File: src/rtl/rst_seq_pkg.sv
// Shared types and helpers for the reset release sequencer.
package rst_seq_pkg;

  typedef enum logic [1:0] {
    HOLD  = 2'd0,
    DELAY = 2'd1,
    DONE  = 2'd2
  } state_t;

  // Index counters still need one bit when there is only a single stage.
  function automatic int clog2_min1(input int n);
    return (n <= 1) ? 1 : $clog2(n);
  endfunction

endpackage

File: src/rtl/rst_sync_async.sv
// Reset synchronizer: asserts asynchronously on arst, deasserts SYNC_STAGES clk edges later.
module rst_sync_async #(
  parameter int SYNC_STAGES = 2
) (
  input  logic clk,
  input  logic arst,
  output logic q
);

  logic [SYNC_STAGES-1:0] ff;

  always_ff @(posedge clk or posedge arst) begin
    if (arst) begin
      ff <= '1;
    end else begin
      ff <= {ff[SYNC_STAGES-2:0], 1'b0};
    end
  end

  assign q = ff[SYNC_STAGES-1];

endmodule

File: src/rtl/rst_release_seq.sv
// Synchronises the generator reset and releases NSTAGE reset domains in a timed order.
// Define RSTSEQ_LOCK_EN to return sset/srst end-flag lock pulses to the generator.
module rst_release_seq
  import rst_seq_pkg::*;
#(
  parameter int NSTAGE      = 4,
  parameter int STAGE_DLY   = 16,
  parameter int SYNC_STAGES = 2
) (
  input  logic              clk,
  input  logic              grst,
  input  logic              rst_in,
  input  logic              sw_rst_req,
  output logic [NSTAGE-1:0] stage_rst_n,
  output logic              busy,
  output logic              done,
  output logic              sset,
  output logic              srst
);

  localparam int CW = $clog2(STAGE_DLY + 1);
  localparam int IW = clog2_min1(NSTAGE);
  localparam logic [CW-1:0] CNT_LAST = CW'(STAGE_DLY - 1);
  localparam logic [IW-1:0] IDX_LAST = IW'(NSTAGE - 1);

  logic              sync_arst;
  logic              rst_s;
  logic              arst;
  state_t            state, state_next;
  logic [CW-1:0]     cnt, cnt_next;
  logic [IW-1:0]     idx, idx_next;
  logic [NSTAGE-1:0] stage_next;

  assign sync_arst = grst | rst_in;

  rst_sync_async #(
    .SYNC_STAGES(SYNC_STAGES)
  ) u_sync (
    .clk (clk),
    .arst(sync_arst),
    .q   (rst_s)
  );

  // rst_s comes from a flop, so this reset is glitch-free and releases synchronously;
  // holding the whole FSM in it gives HOLD priority over any other transition.
  assign arst = grst | rst_s;

  always_ff @(posedge clk or posedge arst) begin
    if (arst) begin
      state       <= HOLD;
      cnt         <= '0;
      idx         <= '0;
      stage_rst_n <= '0;
      busy        <= 1'b1;
      done        <= 1'b0;
    end else begin
      state       <= state_next;
      cnt         <= cnt_next;
      idx         <= idx_next;
      stage_rst_n <= stage_next;
      busy        <= (state_next != DONE);
      done        <= (state_next == DONE);
    end
  end

  always_comb begin
    state_next = state;
    cnt_next   = cnt;
    idx_next   = idx;
    stage_next = stage_rst_n;
    case (state)
      HOLD: begin
        state_next = DELAY;
        cnt_next   = '0;
        idx_next   = '0;
        stage_next = '0;
      end
      DELAY: begin
        if (cnt == CNT_LAST) begin
          cnt_next = '0;
          for (int i = 0; i < NSTAGE; i++) begin
            if (IW'(i) == idx) stage_next[i] = 1'b1;
          end
          if (idx == IDX_LAST) state_next = DONE;
          else                 idx_next   = idx + IW'(1);
        end else begin
          cnt_next = cnt + CW'(1);
        end
      end
      DONE: begin
        if (sw_rst_req) begin
          state_next = DELAY;
          cnt_next   = '0;
          idx_next   = '0;
          stage_next = '0;
        end
      end
      default: state_next = HOLD;
    endcase
  end

`ifdef RSTSEQ_LOCK_EN
  always_ff @(posedge clk or posedge arst) begin
    if (arst) begin
      sset <= 1'b0;
      srst <= 1'b0;
    end else begin
      sset <= (state == DELAY) && (state_next == DONE);
      srst <= (state == DONE) && (state_next == DELAY);
    end
  end
`else
  assign sset = 1'b0;
  assign srst = 1'b0;
`endif

endmodule
File: config.mk
export PLATFORM = sky130hd
export DESIGN_NAME = rst_release_seq
export DESIGN_NICKNAME = d
export VERILOG_FILES = /design/src/rtl/rst_seq_pkg.sv /design/src/rtl/rst_sync_async.sv /design/src/rtl/rst_release_seq.sv
export SDC_FILE = /design/constraint.sdc
export NUM_CORES = 1
export LEC_CHECK = 0
export ABC_AREA = 0
export CAP_MARGIN = 25
export CORE_UTILIZATION = 52
export DETAILED_ROUTE_END_ITERATION = 10
export MAX_ROUTING_LAYER = met4
export PLACE_DENSITY = 0.86
export SYNTH_ARGS = -nofsm -noshare
export SYNTH_HDL_FRONTEND = slang
export SYNTH_SLANG_ARGS = --single-unit
File: constraint.sdc
create_clock -name clk -period 1.37 [get_ports clk]
set_input_delay 0.411 -clock clk [delete_from_list [all_inputs] [get_ports clk]]
set_output_delay 0.411 -clock clk [all_outputs]
set_load 0.005 [all_outputs]
---- Word level (Yosys, flattened, before mapping) ----
Index checks and enable logic that the tools add are counted.
operators by class
  reductions and logical operators ........ 9
  bitwise gates (word level) .............. 2
  divide/modulo/power cells ............... 0
  $lt $le $gt $ge ......................... 0
  multiplexer cells ....................... 18
  shift operators ......................... 0
  $mul .................................... 0
  eq/ne operators ......................... 16
  $add $sub $neg .......................... 2
operators with widths
  operator             count
  $reduce_and 4->1     5
  $ne 2x2->1 const B   8
  $pmux 5 s3           1
  $mux 2               6
  $pmux 2 s3           2
  $pmux 4 s3           1
  $mux 5               2
  $mux 4               2
  $eq 2x2->1 const B   3
  $add 5x1->5 const B  1
  $eq 5x4->1 const B   1
  $eq 2x2->1 const A   2
  $logic_not 2->1      2
  $mux 1               4
  $reduce_bool 3->1    1
  $add 2x1->2 const B  1
  $eq 1x2->1 const A   1
  $eq 2x1->1 const B   1
  $or 1x1->1           2
  $reduce_and 2->1     1
storage, ports and cells
  memory bits (read-only) ................. 0
  RAM bits ................................ 0
  latch bits .............................. 0
  flip-flop bits (word level) ............. 17
  output and inout port bits .............. 8
  bits of input ports ..................... 4
  logic and storage cells ................. 57
  memories ................................ 0

---- Longest topological paths before layout ----
Gate-level depths: netlist of run 1.
  depth after elaboration ................. 5
  gate-level depth with buffers ........... 5
  depth with buffers taken out ............ 4

---- Hierarchy ----
Synthesis of run 1 repeated with hierarchy kept, for this count alone.
unflattened totals
  cells, all modules ...................... 79
  area, all modules ....................... 869.6 µm²
modules (own cells, without submodules)
  module           instances  area an instance (µm²)  cells an instance  seq. area each (µm²)
  rst_release_seq  1          809.5                   75                 376.6
  rst_sync_async   1          60.1                    4                  52.6

---- Least setup slack after synthesis of run 1 ----
OpenSTA, ideal clock, no wires.
  path type ............................... register -> register
  from .................................... register idx[0]
  to ...................................... register idx[1]
  setup slack ............................. 0.052 ns
  data required time ...................... 1.291 ns
  cell stages (with the launch flop) ...... 5
  buffers on the path ..................... 1
  arrival ................................. 1.239 ns
  setup time .............................. 0.079 ns
  cell sequence ........................... dfrtp_1 ha_1 buf_1 nor4b_2 mux2i_1
on the way
  cells in the longest elaborated chain, start to end .. 4
  elaborated cells between the ends (all ways) .. 7
  classes of those cells .................. add/sub: 1; eq/ne: 2; mux: 3; reduce/logical: 1
RTL lines
  item                      RTL line               RTL
  start: declaration        rst_release_seq.sv:31  logic [IW-1:0] idx, idx_next;
  start signal: assignment  rst_release_seq.sv:59  idx <= idx_next;
  $add 2x1->2               rst_release_seq.sv:85  else idx_next = idx + IW'(1);
  $mux 2                    rst_release_seq.sv:84  if (idx == IDX_LAST) state_next = DONE;
  $mux 2                    rst_release_seq.sv:79  if (cnt == CNT_LAST) begin
  $pmux 2 s3                rst_release_seq.sv:71  case (state)
Parallel ways exist; a longest one is shown, timed or not. The select of a mux whose other input is x is not followed.
A chain may end at the register's enable or synchronous reset.

---- Worst setup path after layout of run 1 ----
  from .................................... register cnt[1]
  to ...................................... register stage_rst_n[0]
on the way
  cells in the longest elaborated chain, start to end .. 3
RTL lines
  item                        RTL line               RTL
  start: declaration          rst_release_seq.sv:30  logic [CW-1:0] cnt, cnt_next;
  start signal: assignment    rst_release_seq.sv:58  cnt <= cnt_next;
  $eq 5x4->1                  rst_release_seq.sv:79
  $ne 2x2->1 (no line)        --
  $reduce_and 4->1 (no line)  --
  end signal: assignment      rst_release_seq.sv:60  stage_rst_n <= stage_next;
  end: declaration            rst_release_seq.sv:14  output logic [NSTAGE-1:0] stage_rst_n,
Every way passes these cells.

==> results.cfg, run 1 <==
[outcome]
status = finished, violations left
violations = negative setup slack

[floorplan]
core_um2 = 1524
start_util_pct = 56.81
die_x_um = 42.81
io_pins = 12
rows = 14
die_h_um = 42.81
dieArea_um2 = 1832

[pwr]
ir_drop_v = 0.0009630
leakage_nw = 0.5688
power.density_nw_per_um2 = 1624
total_power_mw = 1.810

[critical_path]
worstPathMaxFanout = 4
arrival_ns = 1.59
reg2reg_depth = 5
rr_startpoint = cnt[1]
endpoint = stage_rst_n[0]
cp-start-kind = flop
r2r_slack_ns = -0.002
crit_chain = ha_4 -> nand4b_4 -> nor3b_4 -> buf_4 -> a22o_1
reg2reg_to = stage_rst_n[0]
cp.required_ns = 1.59
crit_start = cnt[1]
end_kind = flop
crit_type = reg2reg
slowest_delay_ns = 0.42
slowest_stage = dfrtp_1

[sta]
fin_crit_sh_pct = 100.2
finalClockSkew_ns = 0.004940
hold_violations = 0
drv_slew = 0
fin_setup_tns_ns = -0.002211
setup_viol = 1
fmax_ghz = 0.7288
rsz0062_at_grt = yes
min_period_ns = 1.372
worst_slack_ns = -0.002211

[clock_tree]
clkLatencyLatePin_ns = 0.29
cts_tree = built
cts_root_buf = clkbuf_4
cts_buffers = 3
htreeDepth = 1
postCtsHoldBufs = 0
clockBufferDepth = 2
cts.sinks = 17
clkTransAtPathRegs_ns = 0.10

[cells_and_area]
nNetsFinal = 110
nFillCells = 108
syn_to_final_growth_pct = 28.76
final_cells = 116
final_util_pct = 73.15
drive_gt1_share_pct = 30.00
antennaDiodeCount = 0

[grt]
grt_use_met3_pct = 4.681
grt_use_met1_pct = 28.69
use_met2_pct = 36.97
grt_busiest_layer = met2
grt_max_degree = 16
grt_pass1_wl_um = 2987
grt_pass1_vias = 639
overflow = 0
track_usage_pct = 22.69
antenna_found_initial = 0

[synthesis]
synthXorXnorAreaFrac_pct = 0
ys_types = 35
syn-cell-area_um2 = 865.8
synthAdderAreaFrac_pct = 7.225
syn_inst = 75
async_reset_ff_share_pct = 100.0
syn_area_per_cell_um2 = 11.54
synth_mux_area_share_pct = 1.156
seq_area_frac_synth_pct = 49.57
synth_edf_count = 0
synth-compound-area-share_pct = 15.32
synth_warnings = 0
synth_ff_type = dfrtp_1
synth_simple_gate_area_share_pct = 20.09
synth_top_family_by_area = simple AND/OR/NAND/NOR gates
ys_ff_latch = 17

[drt]
dr_total_vias = 660
drc = 0
wirelength_um = 1889
drtIter0Drc = 12
avgViaCountPerCell = 5.690
antenna_left = 0
drt-wirelength-per-cell_um = 16.28
dr.pass1.iters = 4

[placed_design]
port_buffers = 9
placed_cells = 103
routabilityCongestion = 0.8628
dp_hpwl_um = 1281

[job]
maxCapViolCount = 0

[min_path]
hold_path.class = reg2async
## logic make-up after synthesis
| group | after synthesis |
|---|---|
| and+or+nand+nor | 22 |
| AOI/OAI and AO/OA | 19 |
| DFF | 17 |
| buffers and inverters | 10 |
| adders and majority gates | 5 |
| muxes | 1 |
| other | 1 |
## per-stage QoR
step	hold WS (ns)	instance area (um2)	setup slack (ns)
5_1_grt	0.3349	1115	-0.07511
4_1_cts	0.3180	1045	0.008234
3_3_place_gp	0.2988	993.5	-0.2273
2_1_floorplan	0.3452	873.3	0.05179
6_report	0.3044	1115	-0.002211
3_5_place_dp	0.3143	993.5	-0.2454
## metal layers
layer	part of all wire [%]	vias up
li1	-	314
met1	43	323
met2	50	19
met3	4.7	4
met4	2.4	0
met5	0	-
## area by class of cell
cell class	count	area (um2)	area share (%)
Clock buffer	4	26.28	2.357
Inverter	5	18.77	1.684
Multi-Input combinational cell	50	421.7	37.82
Sequential cell	17	430.4	38.61
Tap cell	16	20.02	1.796
Timing Repair Buffer	24	197.7	17.73
## sequential cells by signal, summed over array words and instances, names as in the netlist
| name | cells |
|---|---|
| busy | 1 |
| cnt | 5 |
| done | 1 |
| idx | 2 |
| stage_rst_n | 4 |
| state | 2 |
| u_sync.ff | 2 |
## placed cells by master (no fill, tap or decap), types with 2 or more instances in the layout
| cell type | instances |
|---|---|
| a22o_1 | 4 |
| dfstp_2 | 3 |
| clkbuf_4 | 3 |
| o31ai_1 | 2 |
| o21ai_0 | 3 |
| nor2_1 | 2 |
| clkdlybuf4s50_1 | 3 |
| a21o_1 | 3 |
| a21oi_1 | 2 |
| dfrtp_1 | 13 |
| nand2_1 | 5 |
| buf_4 | 15 |
| inv_1 | 5 |
| conb_1 | 3 |
| ha_1 | 4 |
| nand2b_1 | 2 |
| clkdlybuf4s15_1 | 5 |
## report_power, final
group          total [mW]  switching, mW  internal (mW)
Combinational       0.773          0.331          0.442
Clock               0.266          0.153          0.113
Sequential          0.770          0.141          0.630
Total                1.81          0.625           1.19
## worst min path at each step
stage                         to  cells after the start
global route                done                      2
CTS                         done                      2
floorplan           u_sync.ff[1]                      0
detailed placement        cnt[3]                      2
finish                      done                      2
global placement          cnt[4]                      2
## synthesized netlist by cell type, types with 2 or more instances
library cell	count	area, um2
a21o_1	3	22.52
a21oi_1	3	15.01
a22o_1	4	35.03
buf_4	2	15.01
dfrtp_1	14	350.3
dfstp_2	3	78.83
ha_1	5	62.56
inv_1	5	18.77
nand2_1	5	18.77
nand2b_1	2	12.51
nor2_1	2	7.510
o21ai_0	3	15.01
o31ai_1	2	15.01
## what timing repair did
item | in CTS | in global routing
pin swaps | 1 | 4
resized for setup | 12 | 9
setup buffers | 3 | 6
endpoints found under the setup margin | 14 | 13
## worst max-delay path: cells and delay by family (launching register included)
family,cells,cell delay [ns]
AO/OA/AOI/OAI,1,0.16
adder cells (fa/ha/maj),1,0.19
buffers and inverters,1,0.14
flip-flops,1,0.42
AND/OR/NAND/NOR,2,0.39
No activity file was read; power rests on OpenSTA's default activity.
==> inputs of run 2 (changes only) <==
--- a/config.mk
+++ b/config.mk
@@ -13,4 +13,5 @@
 export PLACE_DENSITY = 0.86
 export SYNTH_ARGS = -nofsm -noshare
 export SYNTH_HDL_FRONTEND = slang
+export SYNTH_HIERARCHICAL = 1
 export SYNTH_SLANG_ARGS = --single-unit
==> results.cfg, run 2 <==
[grt]
grt_pass1_wl_um = 2656
overflow = 0
track_usage_pct = 20.22
grt_max_degree = 16
grt_pass1_vias = 633
antenna_found_initial = 0

[critical_path]
r2r_slack_ns = -0.02
end_kind = flop
crit_type = reg2reg
critPathTopFamily = flip-flops
slowest_stage = dfrtp_1
arrival_ns = 1.55
worst-path-buf-inv = 0
slowest_delay_ns = 0.43
worstPathMaxFanout = 4
cp.required_ns = 1.53
crit_start = cnt[0]
crit_chain = ha_2 -> nand4b_1 -> o311ai_1 -> nand3_1
cp-start-kind = flop
rr_startpoint = cnt[0]

[drt]
drc = 0
drtIter0Drc = 17
antenna_left = 0
dr.pass1.iters = 4
dr_total_vias = 660
drt-wirelength-per-cell_um = 14.10
avgViaCountPerCell = 5.641
wirelength_um = 1650

[pwr]
ir_drop_v = 0.0007860
p_switching_mw = 0.5980
power.density_nw_per_um2 = 1645
p_comb_share_pct = 41.2
p_clk_share_pct = 14.9
seq_power_share_pct = 44.0
p_sw_share_pct = 33.37
leakage_nw = 0.5398
intPower_mw = 1.194

[synthesis]
synthMostInstantiatedCell = dfrtp_1
ys_types = 33
synth_ff_type = dfrtp_1
syn_area_per_cell_um2 = 11.01
seq_area_frac_synth_pct = 49.35
yosysTopAreaCellShare_pct = 40.29
ys_ff_latch = 17
async_reset_ff_share_pct = 100.0
syn_inst = 79
syn-cell-area_um2 = 869.6
yosysTopAreaCell = dfrtp_1
synth_edf_count = 0
synth_common_cells = dfrtp_1 (14), nand2_1 (9), ha_1 (5), nand3_1 (5), a22o_1 (4)
synth_area_leaders = dfrtp_1 (40%), dfstp_2 (9.1%), ha_1 (7.2%)
synth_warnings = 6

[placed_design]
routabilityCongestion = 0.7972
dp_hpwl_um = 1175
port_buffers = 9
pre_cts_ws_ns = -0.3284

[sta]
fmax_ghz = 0.7206
setup_viol = 1
fin_crit_sh_pct = 101.3
drv_slew = 0
worst_slack_ns = -0.01775
min_period_ns = 1.388
hold_violations = 0
finalClockSkew_ns = 0.002384

[job]
maxCapViolCount = 0

[cells_and_area]
antennaDiodeCount = 0
drive_gt1_share_pct = 27.72
reg_top3 = cnt (5), stage_rst_n (4)
nNetsFinal = 111
final_util_pct = 70.70
regMostFlops = cnt
syn_to_final_growth_pct = 25.32
final_common_cell = dfrtp_1
layout_common_cells = dfrtp_1 (14), buf_4 (12), nand2_1 (9), nand3_1 (5)
largest_reg_flops = 5

[clock_tree]
clockBufferDepth = 2
cts_root_buf = clkbuf_4
clkTransAtPathRegs_ns = 0.09
cts_buffers = 3
clkLatencyLatePin_ns = 0.29
cts.sinks = 17
cts_tree = built
htreeDepth = 1

[outcome]
status = finished, violations left
violations = negative setup slack

[floorplan]
dieArea_um2 = 1840
io_pins = 12
start_util_pct = 56.41
rows = 14
die_h_um = 42.90
die_x_um = 42.90
core_um2 = 1541

[min_path]
hold_path.class = reg2reg
min_from = u_sync/ff[0]
==> run 2: cell count changes after synthesis, sizes merged, moves of 2 or more <==
cell | before | now
nand3 | 1 | 6
nand2 | 5 | 9
inv | 5 | 3
nor4b | 2 | 0
o21ai | 3 | 1
o31ai | 2 | 0
==> run 2: final cells by class <==
cell class              count  area (um2)
fillers                   106       451.7
flip-flops and latches     17       429.2
multi-input cells          55       409.1
repair buffers             22       193.9
clock buffers               4       26.28
well taps                  16       20.02
inverters                   3       11.26
==> run 2: worst paths after layout <==
| kind | to | cells after the start |
|---|---|---|
| max | idx[0] | 4 |
| max in group asynchronous | busy | 3 |
| max reg2reg | idx[0] | 4 |
| min | u_sync/ff[1] | 0 |
| min reg2reg | u_sync/ff[1] | 0 |
| min in group asynchronous | state[0] | 2 |
==> run 2: cell families (layout without fill, tap and decap cells) <==
family	after synthesis	in the layout	synth area share [%]
AND/OR/NAND/NOR	30	30	21.87
flip-flops	17	17	49.35
AO/OA/AOI/OAI	15	15	12.95
buffers and inverters	8	29	5.467
adder cells (fa/ha/maj)	5	5	7.194
other	2	3	0.8636
multiplexers	2	2	2.302
==> run 2: through the flow <==
| stage | total power [mW] | setup TNS, ns | cells | cell area (um2) | hold WS [ns] |
|---|---|---|---|---|---|
| final | 1.792 | -0.01775 | 117 | 1090 | 0.3643 |
| after global routing | 1.908 | -0.01150 | 117 | 1090 | 0.3738 |
| after CTS | 1.739 | 0 | 116 | 1066 | 0.3641 |
| after detailed placement | 1.476 | -2.643 | 110 | 1035 | 0.3504 |
| after global placement | 1.437 | -2.143 | 110 | 1035 | 0.3497 |
| after floorplan | 1.171 | 0 | 80 | 873.3 | 0.3452 |
==> run 2: what timing repair did <==
item	in CTS	in global routing
pin swaps	0	1
endpoints found under the setup margin	11	12
buffers inserted	2	1
hold buffers	0	0
gates resized for setup	12	6
==> run 2: routing by layer <==
metal  vias up  part of all wire [%]  GRT usage [%]
met5         -                     0              -
met4         0                   2.2          11.25
met3         7                   4.0          4.681
met2        17                    50          31.21
met1       323                    44          24.24
li1        313                     -              -
==> run 2: power by group through the flow <==
stage          Sequential (mW)  Combinational (mW)  Clock, mW
6_report                 0.788               0.738      0.266
5_1_grt                  0.806               0.810      0.292
4_1_cts                  0.776               0.694      0.269
3_5_place_dp             0.788               0.687          0
3_3_place_gp             0.780               0.657          0
2_1_floorplan            0.779               0.391          0
==> inputs of run 3 (changes only) <==
--- a/config.mk
+++ b/config.mk
@@ -9,6 +9,7 @@
 export CAP_MARGIN = 25
 export CORE_UTILIZATION = 52
 export DETAILED_ROUTE_END_ITERATION = 10
+export GPL_TIMING_DRIVEN = 0
 export MAX_ROUTING_LAYER = met4
 export PLACE_DENSITY = 0.86
 export SYNTH_ARGS = -nofsm -noshare
==> results.cfg, run 3 (synthesis results as in run 2) <==
[floorplan]
core_um2 = 1541
rows = 14
die_h_um = 42.90
die_x_um = 42.90
io_pins = 12
dieArea_um2 = 1840
start_util_pct = 56.41

[critical_path]
slowest_stage = dfrtp_1
reg2reg_depth = 4
slowest_delay_ns = 0.39
arrival_ns = 0.94
r2r_slack_ns = 0.06
critPathTopFamily = flip-flops
crit_chain = dlygate4sd2_1
end_kind = primary output
worst-path-buf-inv = 1
rr_startpoint = cnt[1]
worstPathMaxFanout = 2
cp-start-kind = flop
reg2reg_to = idx[0]
crit_type = reg2out
cp.required_ns = 0.96

[cells_and_area]
drive_gt1_share_pct = 26.00
reg_top3 = cnt (5), stage_rst_n (4)
final_common_cell = dfrtp_1
layout_common_cells = dfrtp_1 (13), nand2_1 (9), buf_4 (8), nand3_1 (5)
nNetsFinal = 110
stdcell_area_um2 = 1070
syn_to_final_growth_pct = 23.02
regMostFlops = cnt
antennaDiodeCount = 0
largest_reg_flops = 5

[pwr]
ir_drop_v = 0.0009695
power.density_nw_per_um2 = 1665
total_power_mw = 1.782
leakage_nw = 0.5308

[drt]
wirelength_um = 1709
maxUsedRoutingLayer = met4
dr_wl_met3_um = 92
dr_total_vias = 657
antenna_left = 0
avgViaCountPerCell = 5.664
dr.pass1.iters = 4
drc = 0
drtIter0Drc = 18
wl_met2_um = 889
met1_length_um = 704
drt-wirelength-per-cell_um = 14.73

[placed_design]
port_buffers = 9
dp_hpwl_um = 1197
routabilityCongestion = 0.8022
place_area_um2 = 994.7
pre_cts_ws_ns = -0.3589

[clock_tree]
cts.sinks = 17
clkLatencyLatePin_ns = 0.29
clkTransAtPathRegs_ns = 0.09
cts_root_buf = clkbuf_4
cts_tree = built
cts_buffers = 3
clockBufferDepth = 2
htreeDepth = 1

[job]
maxCapViolCount = 0

[grt]
track_usage_pct = 20.98
overflow = 0
grt_pass1_wl_um = 2677
grt_max_degree = 11
grt_pass1_vias = 640
antenna_found_initial = 0

[outcome]
status = completed

[min_path]
hold_path.class = reg2async

[sta]
hold_violations = 0
min_period_ns = 1.352
whs_ns = 0.3570
tightest_slew_ns = 0.6246
finalClockSkew_ns = 0.003611
setup_viol = 0
fin_crit_sh_pct = 98.72
drv_slew = 0
worst_slack_ns = 0.01760
relSlewSlack_pct = 58.20
rsz0062_at_grt = yes
fmax_ghz = 0.7394
-- run 3: cell types whose count changed in the layout (fill, tap and decap cells not counted), moves of 2 or more --
cell             delta
buf_4               -4
dlygate4sd2_1       +3
buf_2               +2
buf_6               +2
clkdlybuf4s15_1     -2
-- run 3: per-stage QoR --
| step | util (%) | TNS (ns) | instances |
|---|---|---|---|
| finish | 69.40 | 0 | 116 |
| global route | 69.40 | -0.03698 | 116 |
| CTS | 66.07 | 0 | 111 |
| detailed placement | 64.53 | -2.717 | 106 |
| global placement | 63.80 | -10.10 | 105 |
| floorplan | - | 0 | 80 |
-- run 3: repair_timing --
| action | 4_1_cts | 5_1_grt |
|---|---|---|
| hold buffers | 0 | 0 |
| buffers inserted | 1 | 5 |
| setup endpoints to repair | 13 | 12 |
| resized for setup | 11 | 4 |
| pin swaps | 1 | 2 |
-- run 3: layout make-up --
type,count,area (um2)
fill,125,471.7
sequential,17,430.4
multi-input combinational,55,409.1
timing repair buffer,16,136.4
buffer,5,36.28
clock buffer,4,26.28
tap,16,20.02
inverter,3,11.26
-- run 3: how the worst max path moves through the flow --
stage | from | end | slack, ns | depth (start not counted)
3_3_place_gp | grst | idx[1] | -0.55 | 2
3_5_place_dp | sw_rst_req | stage_rst_n[3] | -0.36 | 5
2_1_floorplan | cnt[0] | idx[0] | 0.12 | 4
5_1_grt | cnt[1] | idx[0] | -0.02 | 4
6_report | stage_rst_n[1] | stage_rst_n[1] | 0.02 | 1
4_1_cts | stage_rst_n[2] | stage_rst_n[2] | 0.02 | 1
-- run 3: per-layer routing --
layer	global-route usage, %	up-vias
met5	-	-
met4	10.63	0
met3	6.809	4
met2	34.85	29
met1	22.13	313
li1	-	311
-- run 3: power breakdown --
part	leakage, nW	internal (mW)	switching [mW]
Clock	0.0150	0.113	0.152
Combinational	0.307	0.407	0.295
Sequential	0.209	0.656	0.158
